## config.mk

```make
export PLATFORM = sky130hd
export DESIGN_NAME = axi_arbiter_rr
export DESIGN_NICKNAME = d
export VERILOG_FILES = /design/src/rtl/axi_arbiter_rr.sv
export SDC_FILE = /design/constraint.sdc
export NUM_CORES = 1
export LEC_CHECK = 0
export ABC_AREA = 1
export CAP_MARGIN = 20
export CORE_MARGIN = 1
export CORE_UTILIZATION = 40
export CTS_CLUSTER_DIAMETER = 200
export DETAILED_ROUTE_END_ITERATION = 10
export GPL_TIMING_DRIVEN = 0
export RECOVER_POWER = 50
export SYNTH_ARGS = -nofsm -noshare
export SYNTH_HDL_FRONTEND = slang
export SYNTH_SLANG_ARGS = --single-unit
```

## constraint.sdc

```tcl
create_clock -name clk -period 6.6 [get_ports clk]
set_input_delay 0.66 -clock clk [delete_from_list [all_inputs] [get_ports clk]]
set_output_delay 0.66 -clock clk [all_outputs]
set_load 0.05 [all_outputs]
```

## src/rtl/axi_arbiter_rr.sv

```systemverilog
// Purpose: round-robin / fixed-priority bus arbiter with a locked grant held for one burst and a forced release after MAX_BEATS beats.
// Latency: a new grant appears one cycle after the arbitration edge, and back-to-back grants leave no idle gap.
// Backpressure: only accepted beats (xfer_valid & xfer_ready) advance the burst, so a stalled slave holds the grant indefinitely.
module axi_arbiter_rr #(
    parameter int N_MASTERS = 6,
    parameter int MAX_BEATS = 16,
    parameter int IDX_W     = $clog2(N_MASTERS)
) (
    input  logic                 clk,
    input  logic                 rst_n,
    input  logic [N_MASTERS-1:0] req,
    input  logic                 mode,
    input  logic                 xfer_valid,
    input  logic                 xfer_ready,
    input  logic                 xfer_last,
    output logic [N_MASTERS-1:0] gnt,
    output logic [IDX_W-1:0]     gnt_idx,
    output logic                 busy,
    output logic                 timeout
);

    localparam int CNT_W = $clog2(MAX_BEATS + 1);

    typedef enum logic {
        IDLE  = 1'b0,
        OWNED = 1'b1
    } state_t;

    state_t               state, state_nxt;
    logic [CNT_W-1:0]     beat_cnt, beat_cnt_nxt;
    logic [IDX_W-1:0]     rr_ptr, rr_ptr_nxt;
    logic [N_MASTERS-1:0] gnt_nxt;
    logic [IDX_W-1:0]     gnt_idx_nxt;
    logic                 busy_nxt;
    logic                 timeout_nxt;

    // Arbitration result and burst bookkeeping.
    logic                 arb_found;
    logic [IDX_W-1:0]     arb_idx;
    int                   arb_base;
    int                   arb_cand;
    logic                 beat;
    logic [CNT_W-1:0]     cnt_inc;
    logic                 at_max;
    logic                 release_evt;
    logic                 forced_rel;
    logic                 arb_now;

    // Pick the winner: fixed priority searches from index 0, round-robin from rr_ptr.
    // rr_ptr already points past the current owner, so the owner is naturally last in line.
    always_comb begin
        arb_found = 1'b0;
        arb_idx   = '0;
        arb_cand  = 0;
        arb_base  = mode ? 0 : int'(rr_ptr);
        for (int k = 0; k < N_MASTERS; k++) begin
            arb_cand = (arb_base + k) % N_MASTERS;
            if (!arb_found && req[arb_cand]) begin
                arb_found = 1'b1;
                arb_idx   = IDX_W'(arb_cand);
            end
        end
    end

    // Beat accounting: only accepted beats while owned count towards the burst limit.
    always_comb begin
        beat        = (state == OWNED) && xfer_valid && xfer_ready;
        cnt_inc     = beat_cnt + CNT_W'(1);
        at_max      = (cnt_inc == CNT_W'(MAX_BEATS));
        release_evt = beat && (xfer_last || at_max);
        forced_rel  = beat && !xfer_last && at_max;
        arb_now     = (state == IDLE) || release_evt;
    end

    // Next-state and next-output logic; mode is only consulted when arb_now is set.
    always_comb begin
        state_nxt    = state;
        beat_cnt_nxt = beat_cnt;
        rr_ptr_nxt   = rr_ptr;
        gnt_nxt      = gnt;
        gnt_idx_nxt  = gnt_idx;
        busy_nxt     = busy;
        timeout_nxt  = forced_rel;

        if (beat) begin
            beat_cnt_nxt = cnt_inc;
        end

        if (arb_now) begin
            beat_cnt_nxt = '0;
            if (arb_found) begin
                state_nxt   = OWNED;
                gnt_nxt     = N_MASTERS'(1) << arb_idx;
                gnt_idx_nxt = arb_idx;
                busy_nxt    = 1'b1;
                if (!mode) begin
                    rr_ptr_nxt = (arb_idx == IDX_W'(N_MASTERS - 1)) ? '0 : arb_idx + IDX_W'(1);
                end
            end else begin
                state_nxt   = IDLE;
                gnt_nxt     = '0;
                gnt_idx_nxt = '0;
                busy_nxt    = 1'b0;
            end
        end
    end

    // State and output registers; reset overrides every other event at the edge.
    always_ff @(posedge clk) begin
        if (!rst_n) begin
            state    <= IDLE;
            beat_cnt <= '0;
            rr_ptr   <= '0;
            gnt      <= '0;
            gnt_idx  <= '0;
            busy     <= 1'b0;
            timeout  <= 1'b0;
        end else begin
            state    <= state_nxt;
            beat_cnt <= beat_cnt_nxt;
            rr_ptr   <= rr_ptr_nxt;
            gnt      <= gnt_nxt;
            gnt_idx  <= gnt_idx_nxt;
            busy     <= busy_nxt;
            timeout  <= timeout_nxt;
        end
    end

endmodule

```

==> impl_metrics.json <==
{
  "status": "complete, no violations",
  "die_h_um": 71.6,
  "timing_hold_violations_final": 0,
  "startpoint_type": "primary input",
  "yosys_warnings": 0,
  "grtUsageTotal_pct": 17.1,
  "crit_required_ns": 6.78,
  "tightest_slew_ns": 0.501,
  "cts_sinks": 19,
  "io_pins": 23,
  "p_switching_mw": 0.200,
  "clkPwrFrac_pct": 17.9,
  "ff_latch_area_um2": 380,
  "synthTopCellsByArea": "dfxtp_1, nand2_1, ha_1, nand3_1, inv_1",
  "path_class": "in -> reg",
  "grt_overflow": 0,
  "cts_tree": "done",
  "multi_input_area_um2": 1350,
  "cts_resized": 0,
  "max_stage_delay_ns": 0.49,
  "grt_setup_unrepaired": "false",
  "grt_pass1_vias": 1654,
  "syn-num-nets": 320,
  "powerDensity_nw_per_um2": 195,
  "nets": 347,
  "crit_path_max_fanout": 11,
  "die_w_um": 71.6,
  "drtIter0Drc": 60,
  "drive_gt1_share_pct": 20.9,
  "gp_congestion": 0.900,
  "p_leak_nw": 1.14,
  "root_buffer": "clkbuf_8",
  "syn-cell-area_um2": 1940,
  "hold_class": "reg -> reg",
  "numCtsBuffers": 3,
  "area_growth_pct": 16.7,
  "drt-total-wl_mm": 4.00,
  "setup_viol": 0,
  "peakVddDrop_uv": 108,
  "clk_path_buf_depth": 2,
  "final_cells": 372,
  "syn_avg_cell_area_um2": 6.59,
  "initial_core_util_pct": 43.0,
  "grt_antenna_before_repair": 0,
  "synth_cell_types": 29,
  "p_total_mw": 0.441,
  "vias_per_cell": 4.83,
  "coreArea_um2": 4500,
  "fin_crit_sh_pct": 68.6,
  "worstSetupEndpointType": "flip-flop",
  "rows": 24,
  "drv_slew": 0,
  "clock_latency_ns": 0.25,
  "drtAntennaViolNets": 0,
  "combPwrFrac_pct": 52.3,
  "intPower_mw": 0.241,
  "place_hpwl_mm": 3.33,
  "cpMaxStageDelayCell": "clkdlybuf4s50_1",
  "vias": 1797,
  "path_delay_family": "simple AND/OR/NAND/NOR gates",
  "nFillCells": 476,
  "power.share.switching_pct": 45.3,
  "pwr-share-seq_pct": 29.8,
  "io_buffers": 22,
  "netlist_instances": 294,
  "ys_ff_latch": 19,
  "dp.cells": 368,
  "cap_violations": 0,
  "path_clk_slew_ns": 0.07,
  "synth_top_area_cell": "dfxtp_1",
  "fmax_mhz": 221,
  "period_minus_slack_ns": 4.53,
  "drc": 0,
  "ctsHtreeMaxLevel": 1,
  "synth_top_area_share_pct": 19.6,
  "ctsHoldBuffers": 0,
  "grt_first_pass_wirelength_mm": 7.15,
  "worst-path-buf-inv": 7,
  "crit_arrival_ns": 4.71,
  "routedWlPerCell_um": 10.7,
  "post-cts-setup-buffers": 0,
  "skew_ns": 0.00571,
  "ys_seq_area_share_pct": 19.6,
  "drtPass1Iterations": 4,
  "diodes": 0,
  "max_slew_margin_pct": 66.5,
  "grt_max_degree": 12,
  "fp.dieArea_um2": 5120,
  "fin_tns_setup_ns": 0
}
[registers in the layout, indices dropped and copies added, names as in the netlist]
register,cells
state,1
beat_cnt,5
gnt_idx,3
timeout,1
rr_ptr,3
gnt,6
[cells by family (layout without fill, tap and decap cells)]
| family | count (synthesis) | in the layout | share of synthesized area [%] |
|---|---|---|---|
| xor+xnor | 7 | 7 | 3.17 |
| simple gates | 169 | 169 | 46.9 |
| compound gates | 35 | 35 | 10.6 |
| flops | 19 | 19 | 19.6 |
| buf+inv | 50 | 76 | 10.7 |
| fa+ha+maj | 14 | 14 | 9.04 |
[layer usage]
| layer | up-vias | part of all wire (%) | track usage (%) |
|---|---|---|---|
| li1 | 994 | - | - |
| met1 | 780 | 54 | 25.6 |
| met2 | 21 | 42 | 26.8 |
| met3 | 2 | 4.0 | 2.95 |
| met4 | 0 | 0.25 | 1.31 |
| met5 | - | 0 | 0 |
[worst paths after layout]
| kind | end | startpoint | slack [ns] | cells past startpoint |
|---|---|---|---|---|
| hold reg to reg | gnt_idx[1]$_SDFFE_PN0P_ | gnt_idx[1]$_SDFFE_PN0P_ | 0.47 | 2 |
| setup / recovery | rr_ptr[2]$_SDFFE_PN0P_ | mode | 2.07 | 29 |
| setup reg to reg | rr_ptr[2]$_SDFFE_PN0P_ | rr_ptr[0]$_SDFFE_PN0P_ | 2.77 | 27 |
| hold / removal | gnt_idx[1]$_SDFFE_PN0P_ | gnt_idx[1]$_SDFFE_PN0P_ | 0.47 | 2 |
[synthesized netlist by cell type]
cell type   n
buf_8       1
o21ai_1    15
nor2_4      2
nor2_1     12
dfxtp_1    19
nand2_1    74
a21oi_2     2
nand3_4     1
or2_1       1
ha_1       14
inv_1      34
nand3b_1    2
nand2_4     7
xor2_1      5
o21ai_0     5
nor2_2      7
nand3_1    32
nand2_2    15
clkbuf_1    1
nor2_8      1
nand3_2     9
a21oi_1     7
and2_1      1
buf_6       1
nor4_1      1
inv_2      13
o21ai_2     6
nand4_1     4
xnor2_1     2
[power groups by stage]
| stage | Combinational [mW] | Sequential, mW | Clock, mW |
|---|---|---|---|
| after global placement | 0.234 | 0.134 | 0 |
| after floorplan | 0.157 | 0.159 | 0 |
| after global routing | 0.257 | 0.133 | 0.0871 |
| after CTS | 0.236 | 0.132 | 0.0819 |
| final | 0.231 | 0.131 | 0.0791 |
| after detailed placement | 0.236 | 0.135 | 0 |
[cells in the final DEF, fill, tap and decap left out]
| master | count |
|---|---|
| a21oi_1 | 7 |
| a21oi_2 | 2 |
| and2_1 | 1 |
| buf_8 | 1 |
| clkbuf_1 | 3 |
| clkbuf_8 | 3 |
| clkdlybuf4s50_1 | 10 |
| dfxtp_1 | 19 |
| dlygate4sd3_1 | 12 |
| ha_1 | 14 |
| inv_1 | 34 |
| inv_2 | 13 |
| nand2_1 | 74 |
| nand2_2 | 15 |
| nand2_4 | 7 |
| nand3_1 | 32 |
| nand3_2 | 9 |
| nand3_4 | 1 |
| nand3b_1 | 2 |
| nand4_1 | 4 |
| nor2_1 | 12 |
| nor2_2 | 7 |
| nor2_4 | 2 |
| nor2_8 | 1 |
| nor4_1 | 1 |
| o21ai_0 | 5 |
| o21ai_1 | 15 |
| o21ai_2 | 6 |
| or2_1 | 1 |
| xnor2_1 | 2 |
| xor2_1 | 5 |
[stage by stage]
step | hold slack, ns | cell area [um^2] | util, % | setup slack, ns
after floorplan | 0.453 | 1940 | - | 2.87
after global placement | 0.461 | 2220 | 49.3 | 1.82
after detailed placement | 0.465 | 2220 | 49.3 | 1.83
after CTS | 0.476 | 2270 | 50.3 | 2.08
after global routing | 0.492 | 2260 | 50.2 | 1.76
final | 0.472 | 2260 | 50.2 | 2.07
[final cells by class]
cell class              count  area share (%)
inverters                  47            7.81
multi-input cells         225            59.7
flip-flops and latches     19            16.8
well taps                  52            2.88
clock buffers               4            1.99
repair buffers             22            9.75
plain buffers               3           0.997
[worst register-to-register path, stage by stage (launching register included)]
cell,delay (ns)
dfxtp_1,0.40
nand2_4,0.15
buf_8,0.18
inv_1,0.16
ha_1,0.27
inv_1,0.11
nand3_1,0.14
nand2_4,0.08
ha_1,0.27
nor2_1,0.13
nand3_2,0.08
nand2_1,0.11
nand3_1,0.16
nand2_2,0.14
nand3_2,0.12
nand2_4,0.12
nand3_4,0.09
nor2_4,0.14
nand2_1,0.08
nand2_1,0.08
nand2_2,0.06
nand2_4,0.10
inv_2,0.05
nor2_1,0.09
ha_1,0.23
inv_1,0.05
nand2_1,0.05
a21oi_1,0.12
Power figures use the tool's default switching activity.
